==> config.mk <==
export PLATFORM = sky130hd
export DESIGN_NAME = pc_fetch_unit
export DESIGN_NICKNAME = d
export VERILOG_FILES = /design/src/rtl/pc_fetch_unit_pkg.sv /design/src/rtl/pc_fetch_unit_next_pc_calc.sv /design/src/rtl/pc_fetch_unit.sv
export SDC_FILE = /design/constraint.sdc
export NUM_CORES = 1
export LEC_CHECK = 0
export CAP_MARGIN = 10
export CORE_MARGIN = 8
export CORE_UTILIZATION = 48
export DETAILED_ROUTE_END_ITERATION = 8
export PLACE_DENSITY = 0.88
export REMOVE_ABC_BUFFERS = 1
export SETUP_SLACK_MARGIN = 0.1
export SYNTH_ARGS = -nofsm -noshare
export SYNTH_HDL_FRONTEND = slang
export SYNTH_SLANG_ARGS = --single-unit
==> constraint.sdc <==
create_clock -name clk -period 7.8 [get_ports clk]
set_input_delay 1.56 -clock clk [delete_from_list [all_inputs] [get_ports clk]]
set_output_delay 1.56 -clock clk [all_outputs]
set_load 0.1 [all_outputs]
==> src/rtl/pc_fetch_unit_pkg.sv <==
// Shared definitions for the PC fetch unit: default widths, reset PC,
// FSM state encoding and a PC alignment helper.
package pc_fetch_unit_pkg;

  localparam int unsigned XLEN_DEFAULT     = 32;
  localparam logic [31:0] RESET_PC_DEFAULT = 32'h0000_0000;

  typedef enum logic [1:0] {
    ST_FETCH = 2'd0,
    ST_EXEC  = 2'd1,
    ST_TRAP  = 2'd2
  } state_t;

  // Instructions are word aligned; any set bit in [1:0] is a misaligned target.
  function automatic logic is_misaligned(input logic [1:0] i_lsb);
    return (i_lsb != 2'b00);
  endfunction

endpackage

==> src/rtl/pc_fetch_unit_next_pc_calc.sv <==
// Combinational next-PC arithmetic for a retiring instruction.
// Ports:
//   i_pc, i_is_true, i_jalr_sel, i_imm, i_rs1_data : current PC and branch info
//   o_next_pc                                      : sequential, PC-relative or
//                                                    register-relative target
// All sums wrap modulo 2^XLEN.
module next_pc_calc #(
  parameter int unsigned XLEN = 32
) (
  input  logic [XLEN-1:0] i_pc,
  input  logic            i_is_true,
  input  logic            i_jalr_sel,
  input  logic [XLEN-1:0] i_imm,
  input  logic [XLEN-1:0] i_rs1_data,
  output logic [XLEN-1:0] o_next_pc
);

  logic [XLEN-1:0] w_seq;
  logic [XLEN-1:0] w_base;
  logic [XLEN-1:0] w_sum;

  assign w_seq  = i_pc + XLEN'(4);
  assign w_base = i_jalr_sel ? i_rs1_data : i_pc;
  assign w_sum  = w_base + i_imm;

  // JALR targets have bit 0 forced low before the alignment check.
  always_comb begin
    o_next_pc = w_seq;
    if (i_is_true) begin
      o_next_pc = i_jalr_sel ? (w_sum & ~XLEN'(1)) : w_sum;
    end
  end

endmodule

==> src/rtl/pc_fetch_unit.sv <==
// PC fetch unit: fetches one instruction at a time from instruction memory,
// holds it for decode until retire, then steers the PC to the next target.
// A misaligned target raises a sticky trap and parks the unit until reset.
// Ports:
//   clk, rst                  : clock, synchronous active-high reset
//   is_true/jalr_sel/imm/
//   rs1_data/retire           : retire-time control-flow information
//   imem_req/imem_addr/
//   imem_ack/imem_rdata       : instruction-memory read handshake
//   instr/instr_valid/pc/
//   pc_plus4/trap             : decode-side view of the held instruction
module pc_fetch_unit
  import pc_fetch_unit_pkg::*;
#(
  parameter int unsigned      XLEN     = XLEN_DEFAULT,
  parameter logic [XLEN-1:0]  RESET_PC = XLEN'(RESET_PC_DEFAULT)
) (
  input  logic            clk,
  input  logic            rst,
  input  logic            is_true,
  input  logic            jalr_sel,
  input  logic [XLEN-1:0] imm,
  input  logic [XLEN-1:0] rs1_data,
  input  logic            retire,
  output logic            imem_req,
  output logic [XLEN-1:0] imem_addr,
  input  logic            imem_ack,
  input  logic [XLEN-1:0] imem_rdata,
  output logic [XLEN-1:0] instr,
  output logic            instr_valid,
  output logic [XLEN-1:0] pc,
  output logic [XLEN-1:0] pc_plus4,
  output logic            trap
);

  state_t          r_state;
  logic [XLEN-1:0] r_pc;
  logic [XLEN-1:0] r_instr;
  logic            r_trap;

  state_t          w_state_nxt;
  logic [XLEN-1:0] w_pc_nxt;
  logic [XLEN-1:0] w_instr_nxt;
  logic            w_trap_nxt;
  logic            w_imem_req;
  logic            w_instr_valid;
  logic [XLEN-1:0] w_next_pc;

  next_pc_calc #(
    .XLEN (XLEN)
  ) u_next_pc_calc (
    .i_pc       (r_pc),
    .i_is_true  (is_true),
    .i_jalr_sel (jalr_sel),
    .i_imm      (imm),
    .i_rs1_data (rs1_data),
    .o_next_pc  (w_next_pc)
  );

  // State and datapath registers.
  always_ff @(posedge clk) begin
    if (rst) begin
      r_state <= ST_FETCH;
      r_pc    <= RESET_PC;
      r_instr <= '0;
      r_trap  <= 1'b0;
    end else begin
      r_state <= w_state_nxt;
      r_pc    <= w_pc_nxt;
      r_instr <= w_instr_nxt;
      r_trap  <= w_trap_nxt;
    end
  end

  // Next-state, datapath updates and handshake outputs.
  always_comb begin
    w_state_nxt   = r_state;
    w_pc_nxt      = r_pc;
    w_instr_nxt   = r_instr;
    w_trap_nxt    = r_trap;
    w_imem_req    = 1'b0;
    w_instr_valid = 1'b0;

    case (r_state)
      ST_FETCH: begin
        w_imem_req = 1'b1;
        if (imem_ack) begin
          w_instr_nxt = imem_rdata;
          w_state_nxt = ST_EXEC;
        end
      end
      ST_EXEC: begin
        w_instr_valid = 1'b1;
        if (retire) begin
          if (is_misaligned(w_next_pc[1:0])) begin
            w_trap_nxt  = 1'b1;
            w_state_nxt = ST_TRAP;
          end else begin
            w_pc_nxt    = w_next_pc;
            w_state_nxt = ST_FETCH;
          end
        end
      end
      ST_TRAP: begin
        w_state_nxt = ST_TRAP;
      end
      default: begin
        w_state_nxt = ST_TRAP;
      end
    endcase

    // Reset masks the handshake outputs in the cycle it is asserted.
    if (rst) begin
      w_imem_req    = 1'b0;
      w_instr_valid = 1'b0;
    end
  end

  assign imem_req    = w_imem_req;
  assign imem_addr   = r_pc;
  assign instr       = r_instr;
  assign instr_valid = w_instr_valid;
  assign pc          = r_pc;
  assign pc_plus4    = r_pc + XLEN'(4);
  assign trap        = r_trap;

endmodule

==> flow_summary.ini <==
[floorplan]
start_util_pct = 48.7
rows = 40
die-area_um2 = 15800
die_h_um = 126
fp.coreArea_um2 = 11900
io_pins = 233
die_x_um = 126

[worst_setup_path]
crit_buf_inv = 1
crit_type = reg2out
end_kind = output pin
crit_chain = ha_1 > and3_2 > nand2_1 > nor4_1 > nand2_1 > xnor2_1 > clkdlybuf4s50_1
cpPeakStageDelay_ns = 1.19
critPathTopFamily = simple AND/OR/NAND/NOR gates
cp.required_ns = 6.24
slowest_stage = clkdlybuf4s50_1
crit_fanout = 8
worstSetupStartpointType = register
cp.arrival_ns = 4.01
cpMostUsedCell = nand2_1

[timing]
setup_violations = 0
timing.slew.headroom_pct = 26.3
skew_ns = 0.0111
period_share_pct = 71.5
finalMaxSlewViolations = 0
finalCriticalPeriod_ns = 5.57
fin_setup_tns_ns = 0
hold_viol = 0
max_freq_mhz = 179
tightest_slew_ns = 1.11
grt_setup_unrepaired = no

[routing]
drt-initial-drc-count = 686
num_vias = 6549
wl_met3_um = 1890
vias_per_cell = 5.96
wl_met2_um = 10200
dr.pass1.iters = 6
avgRoutedWirePerCell_um = 19.5
routed_wl_um = 21400
wirelength_met1_um = 8450
antenna_left = 0
drcViolationCount = 0
top_layer_used = met4

[clock_network]
root_buffer = clkbuf_16
htreeDepth = 3
cts_setup_buffers = 0
clk_pin_slew_ns = 0.05
cts_resized = 0
clk_path_buf_depth = 2
cts_hold_buf = 0
cts_tree = yes
cts_inserted_buffers = 9
clk_latency_ns = 0.33
clock-sinks = 67

[synth]
yosysSeqAreaShare_pct = 23.2
synth_area_um2 = 5780
synth_edf_count = 0
synth.avg_cell_area_um2 = 7.39
synthCells = 782
ys_warn_count = 0
yosysTopAreaCell = dfxtp_1
ys_types = 68
synthArstFlopShare_pct = 0
yosys-top-cells-area = dfxtp_1, a21oi_1, nand2_1, ha_1, mux2_2
synthFlopType = dfxtp_1
synthDominantCellAreaShare_pct = 23.2
ys_seq_elements = 67

[final_layout]
utilization_pct = 68.7
fin_cells = 1098
diodes = 0
regArea_um2 = 1340
fillers = 989
drive_above_1_share_pct = 6.62
fin_nets = 1082
final_cell_mix = clkdlybuf4s50_1, nand2_1, a21oi_1
multi_input_area_um2 = 3940
area.growth.synth_to_final_pct = 41.1
final_common_cell = clkdlybuf4s50_1

[placed_design]
hpwl_um = 16500
gp_congestion = 1.00
dp_cells = 1083
io_buffers = 232

[grt]
grt_pass1_wl_um = 33600
grt_max_degree = 58
grtUsageTotal_pct = 26.2
grt_overflow = 0
first_global_vias = 6165
antenna_found_initial = 0

[power]
p_leak_nw = 3.23
ir_worst_vdd_mv = 0.0917
powerDensity_nw_per_um2 = 166

[min_path]
hold_class = reg2reg

[job]
max_cap_violations = 0

[status]
status = finished, final reports clean
-- report_power, final --
group / switching, mW / internal (mW) / total [mW]
Combinational: 0.393 / 0.187 / 0.581
Clock: 0.152 / 0.244 / 0.397
Sequential: 0.0196 / 0.360 / 0.379
Total: 0.565 / 0.792 / 1.36
-- worst register-to-register path, stage by stage, from the launching register on --
cell and delay, ns:
dfxtp_1 0.37, mux2_2 0.29, ha_1 0.21, fa_1 0.41, a21oi_1 0.28, o211ai_1 0.19, a21oi_2 0.29, o21ai_1 0.17
a31oi_1 0.40, xor2_1 0.12, a221o_1 0.36, a41oi_1 0.15
-- routing by layer --
metal / GRT usage (%) / vias to the layer above
met5: 0 / -
met4: 10.9 / 0
met3: 6.54 / 64
met2: 43.9 / 350
met1: 31.3 / 3026
li1: - / 3109
-- per-stage QoR --
stage / total power [mW] / hold WS, ns / cell area, µm² / worst slack, ns
2_1_floorplan: 0.780 / 0.508 / 5330 / 1.48
3_3_place_gp: 0.955 / 0.441 / 7870 / 2.30
3_5_place_dp: 0.959 / 0.446 / 7870 / 2.15
4_1_cts: 1.35 / 0.453 / 8150 / 2.41
5_1_grt: 1.42 / 0.471 / 8150 / 1.98
6_report: 1.36 / 0.454 / 8150 / 2.23
-- layout make-up --
type / count / share of cell area, %
Sequential cell: 67 / 16.5
Timing Repair Buffer: 237 / 28.8
Inverter: 13 / 0.599
Clock inverter: 5 / 0.675
Tap cell: 147 / 2.26
Multi-Input combinational cell: 619 / 48.4
Clock buffer: 10 / 2.81
-- sequential cells by signal, summed over array words and instances, names as in the netlist --
name       flops
r_state        2
trap           1
instr         32
imem_addr     32
-- kinds of logic (layout without fill, tap and decap cells) --
group	Yosys count	in the layout	share of synthesized area [%]
mux	33	33	6.32
xor+xnor	51	51	7.73
fa+ha+maj	33	33	7.28
flops	67	67	23.2
buf+inv	96	265	8.60
simple gates	278	278	22.7
compound gates	224	224	24.1
-- path summary, 6_finish.rpt --
| path | startpoint | to | slack [ns] | cells after the start |
|---|---|---|---|---|
| max | imem_addr[2]$_SDFFE_PP0P_ | pc_plus4[26] | 2.23 | 7 |
| max reg2reg | imem_addr[0]$_SDFFE_PP0P_ | imem_addr[20]$_SDFFE_PP0P_ | 4.48 | 11 |
| min reg2reg | instr[26]$_SDFFE_PP0P_ | instr[26]$_SDFFE_PP0P_ | 0.45 | 2 |
| min | instr[26]$_SDFFE_PP0P_ | instr[26]$_SDFFE_PP0P_ | 0.45 | 2 |
-- Yosys cell counts (all sizes together), types with 4 or more instances --
| master | n |
|---|---|
| nand2 | 113 |
| a21oi | 97 |
| dfxtp | 67 |
| nor2 | 64 |
| buf | 43 |
| clkbuf | 40 |
| o21ai | 37 |
| ha | 32 |
| mux2 | 28 |
| xnor2 | 26 |
| xor2 | 25 |
| and3 | 21 |
| nand3 | 19 |
| a31oi | 18 |
| nor3 | 16 |
| a21o | 13 |
| inv | 12 |
| nand4 | 11 |
| a211oi | 8 |
| and2 | 7 |
| nor4 | 6 |
| mux2i | 5 |
| nor3b | 5 |
| o211ai | 5 |
| o21a | 5 |
| o221ai | 4 |
| o22ai | 4 |
No activity file was read; power rests on OpenSTA's default activity.
